===== src/rtl/pipe_pkg.sv =====
// Shared pipeline definitions: default datapath width, NOP encoding and the
// fetch-to-decode queue entry layout.
package pipe_pkg;

    localparam int unsigned XLEN = 32;

    // sll $0,$0,0
    localparam logic [31:0] NOP_INST = 32'h0000_0000;

    typedef struct packed {
        logic [XLEN-1:0] pc4;
        logic [XLEN-1:0] inst;
    } ifq_entry_t;

endpackage


===== src/rtl/pipe_ifq_if.sv =====
// Fetch-to-decode queue bus: fetch push side, decode pop side, flush and occupancy.
interface pipe_ifq_if import pipe_pkg::*; #(
    parameter int unsigned DEPTH = 4,
    parameter int unsigned WIDTH = XLEN
) ();
    localparam int unsigned CW = $clog2(DEPTH) + 1;

    logic             in_valid;
    logic [WIDTH-1:0] in_pc4;
    logic [WIDTH-1:0] in_inst;
    logic             in_ready;
    logic             f_flush;
    logic             out_valid;
    logic [WIDTH-1:0] out_pc4;
    logic [WIDTH-1:0] out_inst;
    logic             out_ready;
    logic             d_flush;
    logic [CW-1:0]    count;

    // Pipeline side that feeds and drains the queue
    modport master (
        output in_valid, in_pc4, in_inst, f_flush, out_ready,
        input  in_ready, out_valid, out_pc4, out_inst, d_flush, count
    );

    // The queue itself
    modport slave (
        input  in_valid, in_pc4, in_inst, f_flush, out_ready,
        output in_ready, out_valid, out_pc4, out_inst, d_flush, count
    );

endinterface


===== src/rtl/pipe_ifq_regfile.sv =====
// Queue storage: DEPTH x DW array, synchronous write, asynchronous read.
module ifq_regfile #(
    parameter int unsigned DEPTH = 4,
    parameter int unsigned DW    = 64
) (
    input  logic                     clock,
    input  logic                     we,
    input  logic [$clog2(DEPTH)-1:0] waddr,
    input  logic [DW-1:0]            wdata,
    input  logic [$clog2(DEPTH)-1:0] raddr,
    output logic [DW-1:0]            rdata
);
    logic [DW-1:0] mem [DEPTH];

    // Contents need no reset: the queue masks the read port while empty
    always_ff @(posedge clock) begin
        if (we) begin
            mem[waddr] <= wdata;
        end
    end

    assign rdata = mem[raddr];

endmodule


===== src/rtl/pipe_ifq.sv =====
// Fetch-to-decode instruction queue with flush; head shows NOP/0 while empty.
module pipe_ifq import pipe_pkg::*; #(
    parameter int unsigned DEPTH = 4,
    parameter int unsigned WIDTH = XLEN
) (
    input  logic       clock,
    input  logic       resetn,
    pipe_ifq_if.slave  bus
);
    localparam int unsigned AW = $clog2(DEPTH);
    localparam int unsigned CW = AW + 1;
    localparam int unsigned DW = 2 * WIDTH;

    logic [AW-1:0] wr_ptr;
    logic [AW-1:0] rd_ptr;
    logic [CW-1:0] count_q;
    logic          d_flush_q;
    logic          in_ready_c;
    logic          out_valid_c;
    logic          push_c;
    logic          pop_c;
    logic [DW-1:0] rd_data;

    // in_ready looks only at occupancy, so a full queue refuses even while popping
    assign in_ready_c  = (count_q != CW'(DEPTH));
    assign out_valid_c = (count_q != '0);
    assign push_c      = bus.in_valid & in_ready_c & ~bus.f_flush;
    assign pop_c       = out_valid_c & bus.out_ready & ~bus.f_flush;

    always_ff @(posedge clock or negedge resetn) begin
        if (!resetn) begin
            wr_ptr    <= '0;
            rd_ptr    <= '0;
            count_q   <= '0;
            d_flush_q <= 1'b0;
        end else begin
            d_flush_q <= bus.f_flush;
            if (bus.f_flush) begin
                wr_ptr  <= '0;
                rd_ptr  <= '0;
                count_q <= '0;
            end else begin
                // Pointers wrap naturally since DEPTH is a power of two
                if (push_c) wr_ptr <= wr_ptr + AW'(1);
                if (pop_c)  rd_ptr <= rd_ptr + AW'(1);
                case ({push_c, pop_c})
                    2'b10:   count_q <= count_q + CW'(1);
                    2'b01:   count_q <= count_q - CW'(1);
                    default: count_q <= count_q;
                endcase
            end
        end
    end

    ifq_regfile #(
        .DEPTH (DEPTH),
        .DW    (DW)
    ) u_regfile (
        .clock (clock),
        .we    (push_c),
        .waddr (wr_ptr),
        .wdata ({bus.in_pc4, bus.in_inst}),
        .raddr (rd_ptr),
        .rdata (rd_data)
    );

    assign bus.in_ready  = in_ready_c;
    assign bus.out_valid = out_valid_c;
    assign bus.out_pc4   = out_valid_c ? rd_data[DW-1:WIDTH] : '0;
    assign bus.out_inst  = out_valid_c ? rd_data[WIDTH-1:0] : WIDTH'(NOP_INST);
    assign bus.d_flush   = d_flush_q;
    assign bus.count     = count_q;

endmodule


===== src/flat_wrapper.sv =====
// flat-port wrapper written by rule: the top's interface ports become plain ports
module pipe_ifq_flat import pipe_pkg::*;
#(
    parameter int unsigned DEPTH = 4,
    parameter int unsigned WIDTH = XLEN
)
  (clock, resetn, bus_in_valid, bus_in_pc4, bus_in_inst, bus_f_flush, bus_out_ready, bus_in_ready, bus_out_valid, bus_out_pc4, bus_out_inst, bus_d_flush, bus_count);
  pipe_ifq_if #(.DEPTH(DEPTH), .WIDTH(WIDTH)) bus_i ();
  input  logic clock;
  input  logic resetn;
  input wire logic [$bits(bus_i.in_valid)-1:0] bus_in_valid;
  input wire logic [$bits(bus_i.in_pc4)-1:0] bus_in_pc4;
  input wire logic [$bits(bus_i.in_inst)-1:0] bus_in_inst;
  input wire logic [$bits(bus_i.f_flush)-1:0] bus_f_flush;
  input wire logic [$bits(bus_i.out_ready)-1:0] bus_out_ready;
  output wire logic [$bits(bus_i.in_ready)-1:0] bus_in_ready;
  output wire logic [$bits(bus_i.out_valid)-1:0] bus_out_valid;
  output wire logic [$bits(bus_i.out_pc4)-1:0] bus_out_pc4;
  output wire logic [$bits(bus_i.out_inst)-1:0] bus_out_inst;
  output wire logic [$bits(bus_i.d_flush)-1:0] bus_d_flush;
  output wire logic [$bits(bus_i.count)-1:0] bus_count;
  assign bus_i.in_valid = bus_in_valid;
  assign bus_i.in_pc4 = bus_in_pc4;
  assign bus_i.in_inst = bus_in_inst;
  assign bus_i.f_flush = bus_f_flush;
  assign bus_i.out_ready = bus_out_ready;
  assign bus_in_ready = bus_i.in_ready;
  assign bus_out_valid = bus_i.out_valid;
  assign bus_out_pc4 = bus_i.out_pc4;
  assign bus_out_inst = bus_i.out_inst;
  assign bus_d_flush = bus_i.d_flush;
  assign bus_count = bus_i.count;
  pipe_ifq #(.DEPTH(DEPTH), .WIDTH(WIDTH)) u_core (.clock(clock), .resetn(resetn), .bus(bus_i));
endmodule

===== config.mk =====
export PLATFORM = sky130hd
export DESIGN_NAME = pipe_ifq_flat
export DESIGN_NICKNAME = d
export VERILOG_FILES = /design/src/rtl/pipe_pkg.sv /design/src/rtl/pipe_ifq_if.sv /design/src/rtl/pipe_ifq_regfile.sv /design/src/rtl/pipe_ifq.sv /design/src/flat_wrapper.sv
export SDC_FILE = /design/constraint.sdc
export NUM_CORES = 1
export LEC_CHECK = 0
export ABC_AREA = 1
export CAP_MARGIN = 10
export CORE_MARGIN = 4
export CORE_UTILIZATION = 50
export DETAILED_ROUTE_END_ITERATION = 8
export PLACE_DENSITY_LB_ADDON = 0.2
export SKIP_CTS_REPAIR_TIMING = 1
export SLEW_MARGIN = 15
export SYNTH_ARGS = -nofsm -noshare
export SYNTH_HDL_FRONTEND = slang
export SYNTH_HIERARCHICAL = 1
export SYNTH_SLANG_ARGS = --single-unit

===== constraint.sdc =====
create_clock -name clock -period 11.24 [get_ports clock]
set_clock_uncertainty 0.2 [all_clocks]
set_input_delay 1.124 -clock clock [delete_from_list [all_inputs] [get_ports clock]]
set_output_delay 1.124 -clock clock [all_outputs]
set_load 0.05 [all_outputs]

Yosys cells after proc, flatten, opt, wreduce, memory -nomap -nowiden
Memories as Yosys holds them, arrays and structs flattened.
Index checks and enable logic that the tools add are counted.
- flip-flop bits (word level): 8
- memory bits (writable): 256
- bits of input ports: 69
- output and inout port bits: 70
- word-level logic and storage cells: 31
- memories kept: 1
- $add $sub $neg: 4
- eq/ne operators: 3
- muxes and demuxes: 10
- bitwise operators: 5
- reductions and logical operators: 4
- memories (name ; depth ; bits a word ; rd ports ; clocked after Yosys merged registers in ; wr ports ; RTL line ; source):
    u_core.u_regfile.mem ; 4 ; 64 ; 1 ; 0 ; 1 ; pipe_ifq_regfile.sv:13 ; logic [DW-1:0] mem [DEPTH];
- operators by type and width (operator ; count):
    32-bit 2-to-1 mux ; 2
    2-bit 2-to-1 mux ; 4
    3-bit one-hot mux with 2 select lines ; 1
    3-bit nonzero test ; 2
    2-bit by 1-bit adder with 2-bit output, second input constant ; 2
    1-bit AND ; 4
    2-bit nonzero test ; 2
    3-bit by 1-bit adder with 3-bit output, second input constant ; 1
    3-bit 2-to-1 mux ; 1
    3-bit inequality test, second input constant ; 1
    3-bit by 1-bit subtractor with 3-bit output, second input constant ; 1
    2-bit by 1-bit == test with 1-bit output, second input constant ; 1
    2-bit == test, second input constant ; 1
    1-bit 2-to-1 mux ; 2
    1-bit NOT ; 1

Depth between registers and ports, before layout
Gate-level depths: netlist of the first run.
- depth in word-level cells: 6
- gate-level depth with buffers: 12
- depth with buffers taken out: 12

Modules after synthesis
Netlist of the first run, hierarchy kept.
- modules (own cells, without submodules) (module ; times used ; cells an instance ; area each (um^2) ; seq. area each (um^2)):
    ifq_regfile ; 1 ; 1010 ; 10761.6 ; 7687.4
    pipe_ifq ; 1 ; 186 ; 960.9 ; 200.2

Least setup slack after synthesis of the first run
No wires, ideal clock.
- path type: register -> register
- from: reg u_core.count_q[0] (netlist: u_core/bus.count[0])
- to: mem u_core.u_regfile.mem[0][0], enable pin
- setup time: 565 ps
- arrival: 5690 ps
- data required time: 10475 ps
- path slack: 4785 ps
- stages on the path, launching flop included: 7
- path buffers: 0
- clock period less this slack: 6455 ps
- path through: dfrtp_1 > nor2_4 > nand2_2 > nand2_4 > nor2_1 > inv_1 > nor3_1
- cells in the longest elaborated chain, start to end: 5
- ends and longest elaborated chain (item ; RTL line ; source):
    start: declaration ; pipe_ifq.sv:16 ; logic [CW-1:0] count_q;
    start signal: assignment ; pipe_ifq.sv:47 ; 2'b10: count_q <= count_q + CW'(1);
    start signal: assignment ; pipe_ifq.sv:48 ; 2'b01: count_q <= count_q - CW'(1);
    start signal: assignment ; pipe_ifq.sv:49 ; default: count_q <= count_q;
    3-bit inequality test ; pipe_ifq.sv:25 ; assign in_ready_c = (count_q != CW'(DEPTH));
    named net bus_in_ready ; flat_wrapper.sv:16 ; output wire logic [$bits(bus_i.in_ready)-1:0] bus_in_ready;
    1-bit AND (2 in a row) ; pipe_ifq.sv:27 ; assign push_c = bus.in_valid & in_ready_c & ~bus.f_flush;
    named net u_core.push_c ; pipe_ifq.sv:20 ; logic push_c;
    1-bit 2-to-1 mux ; pipe_ifq_regfile.sv:17 ; if (we) begin
    1-bit 2-to-1 mux (implied by the code) ; pipe_ifq_regfile.sv:18 ; mem[waddr] <= wdata;
    end: declaration ; pipe_ifq_regfile.sv:13 ;
The timed path passes the listed nets, and every way through them passes these cells.

Worst setup path in the final report of the first run
- from: reg u_core.rd_ptr[0]
- to: out bus_out_pc4[31]
- cells in the longest elaborated chain, start to end: 2
- ends and longest elaborated chain (item ; RTL line ; source):
    start: declaration ; pipe_ifq.sv:15 ; logic [AW-1:0] rd_ptr;
    start signal: assignment ; pipe_ifq.sv:45 ; if (pop_c) rd_ptr <= rd_ptr + AW'(1);
    memory 4 x 64 bit ; - ;
    named net u_core.rd_data[63] ; pipe_ifq.sv:22 ; logic [DW-1:0] rd_data;
    32-bit 2-to-1 mux ; pipe_ifq.sv:69 ; assign bus.out_pc4 = out_valid_c ? rd_data[DW-1:WIDTH] : '0;
    end: declaration ; flat_wrapper.sv:18 ; output wire logic [$bits(bus_i.out_pc4)-1:0] bus_out_pc4;
The timed path passes the listed nets, and every way through them passes these cells.

==> impl_metrics.csv, run 1 <==
group,metric,value,unit
route,vias,7782,
timing,period_share,45.7,%
hold_path,min_to,"u_core/wr_ptr[1]$_DFFE_PN0P_",
job,maxCapViolCount,0,
pwr,power,3.31,mW
clock_tree,path_clk_slew,0.06,ns
clock_tree,cts_root_buf,"clkbuf_16",
timing,tightest_slew,1.01,ns
yosys,syn-cell-area,11700,um^2
yosys,synth_top_area_cell,"edfxtp_1",
route,dr.pass1.iters,5,
grt,overflow,0,
timing,period_needed,5.13,ns
timing,relSlewSlack,32.8,%
run_status,outcome,"finished clean",
worst_setup_path,r2r_cells,7,
timing,finalHoldViolCount,0,
grt,antenna_found_initial,1,
final_layout,final_common_cell,"nand2_1",
clock_tree,cts_htree_levels,1,
timing,report.final.slew_viol_count,0,
yosys,yosysSeqAreaShare,67.3,%
final_layout,fin_area,14300,um^2
worst_setup_path,critPathMaxFanout,84,
hold_path,holdPathStages,2,
route,remaining_drc_errors,0,
worst_setup_path,start_kind,"flop",
grt,grt_pass1_vias,7661,
placed_design,placed_area,13300,um^2
clock_tree,worstSkewPairLatency,0.53,ns
pwr,leakagePower,6.50,nW
floorplanning,die_h,161,um
worst_setup_path,cp.required,9.92,ns
yosys,yosys-top-cells-area,"edfxtp_1 66%, nand2_1 11%, inv_1 11%",
route,via_per_inst,4.68,
route,wl_per_cell,14.5,um
final_layout,area.growth.synth_to_final,21.6,%
route,drt_iter0_markers,520,
pwr,p_per_area,232,nW/um^2
hold_path,hold_start,"u_core/wr_ptr[1]$_DFFE_PN0P_",
final_layout,layout-drive-gt1-share,5.26,%
yosys,synth_cell_types,24,
yosys,avgSynthCellArea,9.80,um^2
clock_tree,cts_num_sinks,264,
grt,grt_usage,18.2,%
timing,rsz0062_at_grt,"false",
timing,tns,0,ns
floorplanning,core_area,22800,um^2
clock_tree,cts-buffers-inserted,28,
floorplanning,dieArea,26000,um^2
worst_setup_path,rrSetupSlack,8.77,ns
yosys,ys_seq_elements,264,
timing,finalSetupViolCount,0,
placed_design,post-dp-hpwl,13.4,mm
worst_setup_path,crit_path_end_kind,"output port",
floorplanning,initial_core_util,51.3,%
clock_tree,cts_tree,"yes",
final_layout,fillers,1856,
worst_setup_path,worstSetupPathType,"reg2out",
floorplanning,boundaryPins,139,
worst_setup_path,r2r_start,"u_core/bus.count[0]$_DFFE_PN0P_",
yosys,syn-num-nets,1266,
route,drt_wl_total,24.0,mm
final_layout,final_cell_mix,"331 x nand2_1, 328 x inv_1, 256 x edfxtp_1",
placed_design,gp_congestion,0.717,
placed_design,numPortBuffers,138,
yosys,synth_warnings,6,
floorplanning,die_w,161,um
yosys,synth_top_area_share,65.6,%
worst_setup_path,r2r-end,"u_core/u_regfile/mem[1][35]$_DFFE_PP_",
worst_setup_path,cp.arrival,3.81,ns
grt,grt_pass1_wl,38.2,mm
yosys,postSynthCellCount,1196,
hold_path,min_path_type,"reg2reg",
clock_tree,cts_max_path_buffers,3,
pwr,vdd_drop_max,161,uV
route,ant_nets,0,
floorplanning,rows,55,
grt,grt_max_degree,85,
timing,clock.fmax,195,MHz
final_layout,nets,1397,
## power by group
part           switching [mW]  internal, mW
clock network           0.355         0.546
registers              0.0407          1.13
logic                   0.874         0.366
total                    1.27          2.04
## worst max-delay path, cell delays in order (launching register included)
cell and delay (ns):
dfrtp_4 0.74, inv_4 0.48, buf_4 0.79, nand2_1 0.16
nand3_1 0.14, nand2_1 0.07, inv_1 0.07, nor2_1 0.04
clkdlybuf4s50_1 0.72
## routing by layer
| layer | wire (um) | up-vias | GRT usage (%) |
|---|---|---|---|
| li1 | - | 3900 | - |
| met1 | 10200 | 3681 | 23.3 |
| met2 | 12200 | 171 | 32.7 |
| met3 | 1140 | 30 | 2.96 |
| met4 | 476 | 0 | 4.34 |
| met5 | 0 | - | 0 |
## synthesized netlist by cell type
| cell type | n |
|---|---|
| o21ai_1 | 2 |
| nor2_4 | 1 |
| clkbuf_1 | 4 |
| inv_2 | 5 |
| fa_1 | 1 |
| nor3b_1 | 1 |
| nand2_1 | 331 |
| buf_2 | 27 |
| xnor2_1 | 1 |
| nand3_1 | 131 |
| nand2_2 | 3 |
| nor2_1 | 67 |
| dfrtp_1 | 8 |
| inv_1 | 328 |
| edfxtp_1 | 256 |
| buf_1 | 2 |
| buf_4 | 14 |
| nand2_4 | 3 |
| nor3_1 | 4 |
| a21oi_2 | 1 |
| a21oi_1 | 3 |
| nand3b_1 | 1 |
| nor2_2 | 1 |
| o21ai_0 | 1 |
## worst max path at each step
stage                                     from                                    to  cells past startpoint
4_1_cts           u_core/rd_ptr[0]$_DFFE_PN0P_                       bus_out_pc4[31]                      8
2_1_floorplan  u_core/bus.count[0]$_DFFE_PN0P_  u_core/u_regfile/mem[0][0]$_DFFE_PP_                      6
6_report          u_core/rd_ptr[0]$_DFFE_PN0P_                       bus_out_pc4[31]                      8
3_3_place_gp      u_core/rd_ptr[0]$_DFFE_PN0P_                       bus_out_inst[0]                      8
3_5_place_dp      u_core/rd_ptr[0]$_DFFE_PN0P_                       bus_out_pc4[10]                      8
5_1_grt           u_core/rd_ptr[0]$_DFFE_PN0P_                       bus_out_pc4[10]                      8
## cell families after synthesis
| kind of cell | synth area share (%) |
|---|---|
| buffers and inverters | 12.9 |
| flip-flops | 67.3 |
| AND/OR/NAND/NOR | 19.2 |
| XOR/XNOR | 0.0747 |
| AO/OA/AOI/OAI | 0.331 |
| adder cells (fa/ha/maj) | 0.171 |
## stage by stage
step | setup WS, ns | hold slack [ns] | std cells | util, %
finish | 6.11 | 0.412 | 1663 | 62.4
global route | 5.83 | 0.429 | 1663 | 62.4
CTS | 6.02 | 0.414 | 1662 | 62.4
detailed placement | 6.66 | 0.403 | 1610 | 58.4
global placement | 6.74 | 0.391 | 1610 | 58.4
floorplan | 4.78 | 0.312 | 1196 | -
## registers in the layout, indices dropped and copies added, names as in the netlist
| signal | cells |
|---|---|
| u_core/u_regfile/mem | 256 |
| u_core/bus.count | 3 |
| u_core/rd_ptr | 2 |
| u_core/wr_ptr | 2 |
| u_core/bus.d_flush | 1 |
## final cells by class
cell class	count	area [um^2]	share of cell area, %
sequential	264	7890	55.4
multi-input combinational	552	2340	16.4
timing repair buffer	148	1460	10.2
inverter	333	1250	8.78
clock buffer	39	813	5.70
tap	313	392	2.75
clock inverter	13	108	0.755
antenna	1	2.50	0.0175
Note: power is estimated with default switching activity, not from simulation.
==> inputs of run 2 (changes only) <==
clock period = 4.4 ns   (was 11.24 ns; I/O delays follow)
==> run 2 against run 1 <==
  * Cell area barely moved
  * Sequential cell count did not move
  * Core utilization about the same
  * Via count decreased by 0.30%
  * Final cell count about the same
  * Sequential power increased to 2.5 times the previous value
  * Largest cell class unchanged
  * Highest routed layer is now met5
==> impl_metrics.csv, run 2 (same netlist as run 1, synthesis figures left out) <==
group,metric,value,unit
worst_setup_path,cp.required,3.76,ns
worst_setup_path,path_cells,"buf_4, nand3_1, nand2_1, inv_1, nor2_1, clkdlybuf4s50_1",
worst_setup_path,cp_slowest_cell,"clkdlybuf4s50_1",
timing,finalSetupViolCount,0,
clock_tree,cts_max_path_buffers,3,
worst_setup_path,critPathMaxFanout,45,
grt,use_met3,3.16,%
worst_setup_path,crit_buf_inv,3,
floorplanning,core_area,22800,um^2
floorplanning,dieArea,26000,um^2
timing,report.final.slew_viol_count,0,
route,drt_iter0_markers,461,
route,ant_nets,0,
grt,antenna_found_initial,2,
final_layout,final_cell_mix,"331 x nand2_1, 328 x inv_1, 256 x edfxtp_1",
clock_tree,cts_tree,"yes",
final_layout,nets,1403,
grt,use_met2,32.5,%
clock_tree,path_clk_slew,0.06,ns
grt,met1_usage,22.7,%
floorplanning,die_h,161,um
grt,grt_max_degree,65,
final_layout,final_common_cell,"nand2_1",
clock_tree,cts-buffers-inserted,27,
route,remaining_drc_errors,0,
worst_setup_path,start_kind,"flop",
grt,grt_usage,18.0,%
timing,relSlewSlack,55.1,%
clock_tree,worstSkewPairLatency,0.52,ns
run_status,outcome,"finished clean",
worst_setup_path,cp.arrival,3.07,ns
grt,grt_pass1_vias,7556,
pwr,vdd_drop_max,360,uV
hold_path,min_path_type,"in2async",
floorplanning,die_w,161,um
grt,overflow,0,
route,wl_per_cell,14.3,um
timing,period_needed,3.71,ns
final_layout,area.growth.synth_to_final,21.7,%
floorplanning,rows,55,
final_layout,fillers,1881,
final_layout,largest_reg_flops,256,
timing,period_share,84.3,%
placed_design,post-dp-hpwl,14.2,mm
job,maxCapViolCount,0,
floorplanning,initial_core_util,51.3,%
clock_tree,cts_htree_levels,1,
worst_setup_path,critical-path-max-stage-delay,0.84,ns
timing,rsz0062_at_grt,"false",
route,dr.pass1.iters,5,
placed_design,gp_congestion,0.710,
grt,grt_pass1_wl,37.7,mm
final_layout,top_register,"u_core/u_regfile/mem",
placed_design,numPortBuffers,138,
route,vias,7759,
floorplanning,boundaryPins,139,
clock_tree,cts_num_sinks,264,
timing,finalHoldViolCount,0,
timing,clock.fmax,270,MHz
final_layout,layout-drive-gt1-share,5.26,%
pwr,leakagePower,6.49,nW
worst_setup_path,worstSetupPathType,"reg2out",
placed_design,dp_cells,1617,
grt,top_usage_layer,"met2",
final_layout,final_cells,1664,
pwr,p_per_area,578,nW/um^2
timing,hold_ws,0.00917,ns
route,via_per_inst,4.66,
worst_setup_path,crit_path_end_kind,"output port",
worst_setup_path,critPathTopFamily,"buffers and inverters",
timing,tightest_slew,0.672,ns
route,drt_wl_total,23.9,mm
clock_tree,cts_root_buf,"clkbuf_16",
==> run 2: cell count changes in the layout (fill, tap and decap cells not counted), sizes merged <==
cell / change
bufinv: -2
buf: +7
clkinvlp: +2
clkinv: -6
==> run 2: path summary, 6_finish.rpt <==
path                                                 startpoint  slack, ns  depth (start not counted)                                    end
max in group asynchronous                                resetn       3.68                          1           u_core/rd_ptr[0]$_DFFE_PN0P_
worst max-delay path               u_core/rd_ptr[1]$_DFFE_PN0P_       0.69                          6                       bus_out_inst[30]
worst min-delay path                                     resetn      0.009                          1           u_core/bus.d_flush$_DFF_PN0_
worst min register to register  u_core/bus.count[1]$_DFFE_PN0P_       0.42                          2        u_core/bus.count[1]$_DFFE_PN0P_
worst max register to register  u_core/bus.count[0]$_DFFE_PN0P_       2.16                          7  u_core/u_regfile/mem[0][20]$_DFFE_PP_
min in group clock                                  bus_f_flush       0.33                          1           u_core/bus.d_flush$_DFF_PN0_
==> run 2: power by group <==
group / switching (mW) / leakage (nW) / internal (mW)
logic: 2.27 / 3.68 / 0.966
clock network: 0.861 / 0.381 / 1.19
registers: 0.0803 / 2.43 / 2.87
==> run 2: area by class of cell <==
type | count | area (um^2) | share of cell area [%]
Sequential cell | 264 | 7890 | 55.3
Timing Repair Buffer | 155 | 1560 | 10.9
Tap cell | 313 | 392 | 2.75
Antenna cell | 1 | 2.50 | 0.0175
Clock buffer | 39 | 761 | 5.33
Clock inverter | 7 | 35.0 | 0.246
Multi-Input combinational cell | 552 | 2370 | 16.6
Inverter | 333 | 1250 | 8.78
==> run 2: per-stage QoR <==
step	total power [mW]	setup slack (ns)	TNS (ns)	utilization (%)	instance area, um^2
after floorplan	5.26	-0.112	-28.73	-	11700
after global placement	6.25	1.23	0	58.9	13500
after detailed placement	6.27	1.21	0	58.9	13500
after CTS	8.33	0.625	0	62.4	14300
after global routing	8.64	0.524	0	62.4	14300
final	8.24	0.690	0	62.4	14300
==> run 2: per-layer routing <==
| metal | share of wire, % | vias to the layer above |
|---|---|---|
| met5 | 0.054 | - |
| met4 | 2.0 | 2 |
| met3 | 5.9 | 35 |
| met2 | 50 | 205 |
| met1 | 42 | 3599 |
| li1 | - | 3918 |
==> inputs of run 3 (changes only) <==
clock period = 3.03 ns   (was 4.4 ns; I/O delays follow)
==> run 3 against run 2 <==
  * Hold slack improved by 0.20 ns
  * First-iteration DRC count fell by 5.2%
  * Final cell count rose by 0.12%
  * Sequential share of layout area fell by 2.6 points
  * Total power rose by 61%
  * Core utilization rose by 3.1 points
  * Via count fell by 0.57%
  * Critical path depth rose by 2
  * Cell area rose by 5.0%
  * Die area did not move
  * Non-clock buffer count rose by 2
  * Setup slack got worse by 0.41 ns
  * Largest power group unchanged
==> impl_metrics.csv, run 3 (same netlist as run 1, synthesis figures left out) <==
group,metric,value,unit
placed_design,place_ws,0.683,ns
clock_tree,cts_max_path_buffers,3,
clock_tree,cts_root_buf,"clkbuf_16",
timing,rsz0062_at_grt,"false",
placed_design,gp_congestion,0.746,
timing,relSlewSlack,60.3,%
grt,grt_pass1_wl,37.9,mm
floorplanning,core_area,22800,um^2
floorplanning,boundaryPins,139,
final_layout,final_common_cell,"nand2_1",
route,via_per_inst,4.63,
final_layout,layout-drive-gt1-share,10.4,%
floorplanning,initial_core_util,51.3,%
clock_tree,cts-buffers-inserted,27,
clock_tree,cts_htree_levels,1,
timing,report.final.slew_viol_count,0,
hold_path,min_path_type,"in2reg",
timing,hold_ws,0.206,ns
floorplanning,dieArea,26000,um^2
floorplanning,die_h,161,um
final_layout,fin_area,15000,um^2
final_layout,top_register,"u_core/u_regfile/mem",
pwr,power,13.3,mW
route,drt_iter0_markers,437,
grt,overflow,0,
final_layout,final_cells,1666,
clock_tree,cts_tree,"yes",
run_status,outcome,"finished clean",
clock_tree,cts_num_sinks,264,
route,remaining_drc_errors,0,
route,dr.pass1.iters,5,
timing,layout_setup_ws,0.279,ns
grt,grt_pass1_vias,7674,
pwr,leakagePower,6.84,nW
placed_design,post-dp-hpwl,13.8,mm
route,drt_wl_total,23.6,mm
timing,clock.fmax,364,MHz
final_layout,postLayoutCoreUtil,65.5,%
timing,period_share,90.8,%
route,ant_nets,0,
worst_setup_path,start_kind,"flop",
timing,tightest_slew,0.595,ns
route,vias,7715,
timing,period_needed,2.75,ns
pwr,p_per_area,886,nW/um^2
placed_design,placed_area,14100,um^2
grt,antenna_found_initial,2,
route,wl_per_cell,14.2,um
floorplanning,rows,55,
final_layout,largest_reg_flops,256,
worst_setup_path,worstSetupPathType,"reg2out",
final_layout,area.growth.synth_to_final,27.8,%
worst_setup_path,crit_path_end_kind,"output port",
final_layout,nets,1405,
floorplanning,die_w,161,um
placed_design,dp_cells,1618,
timing,finalHoldViolCount,0,
grt,grt_max_degree,132,
final_layout,final_cell_mix,"331 x nand2_1, 327 x inv_1, 256 x edfxtp_1",
timing,tns,0,ns
worst_setup_path,cp.required,2.53,ns
clock_tree,path_clk_slew,0.06,ns
final_layout,antenna_cells,0,
timing,finalSetupViolCount,0,
pwr,vdd_drop_max,670,uV
placed_design,numPortBuffers,138,
clock_tree,worstSkewPairLatency,0.52,ns
grt,grt_usage,18.1,%
worst_setup_path,critPathMaxFanout,56,
worst_setup_path,cp.arrival,2.25,ns
job,maxCapViolCount,0,
[run 3: area by class of cell]
type	count	area (um^2)
multi-input cells	552	2370
fillers	1727	7870
clock inverters	13	114
well taps	313	392
inverters	333	1250
clock buffers	34	702
repair buffers	157	2240
flip-flops and latches	264	7900
[run 3: worst paths after layout]
check	startpoint	endpoint	slack, ns	cells after the start
setup / recovery	u_core/rd_ptr[0]$_DFFE_PN0P_	bus_out_inst[30]	0.28	8
hold / removal	bus_f_flush	u_core/bus.d_flush$_DFF_PN0_	0.21	1
setup reg to reg	u_core/bus.count[1]$_DFFE_PN0P_	u_core/bus.count[2]$_DFFE_PN0P_	0.93	11
hold reg to reg	u_core/bus.count[1]$_DFFE_PN0P_	u_core/bus.count[1]$_DFFE_PN0P_	0.36	2
max in group asynchronous	resetn	u_core/rd_ptr[0]$_DFFE_PN0P_	1.86	2
min in group asynchronous	resetn	u_core/wr_ptr[0]$_DFFE_PN0P_	0.45	2
[run 3: routing by layer]
metal | track usage (%) | vias up | wire length (um)
met2 | 33.4 | 235 | 12200
met4 | 4.58 | 4 | 374
li1 | - | 3926 | -
met5 | 0 | - | 21
met1 | 22.3 | 3515 | 9410
met3 | 3.14 | 35 | 1590
[run 3: power breakdown]
group | internal, mW | switching (mW) | leakage (nW) | total, mW
logic | 2.35 | 3.63 | 4.02 | 5.97
clock network | 1.80 | 1.26 | 0.400 | 3.05
registers | 4.18 | 0.0676 | 2.42 | 4.24
total | 8.32 | 4.95 | 6.84 | 13.3
[run 3: worst max-delay path, stage by stage (launching register included)]
cell     delay, ns
dfrtp_4       0.51
inv_6         0.34
buf_4         0.33
nand2_1       0.09
nand3_1       0.08
nand2_1       0.06
inv_1         0.05
nor2_1        0.06
buf_12        0.17
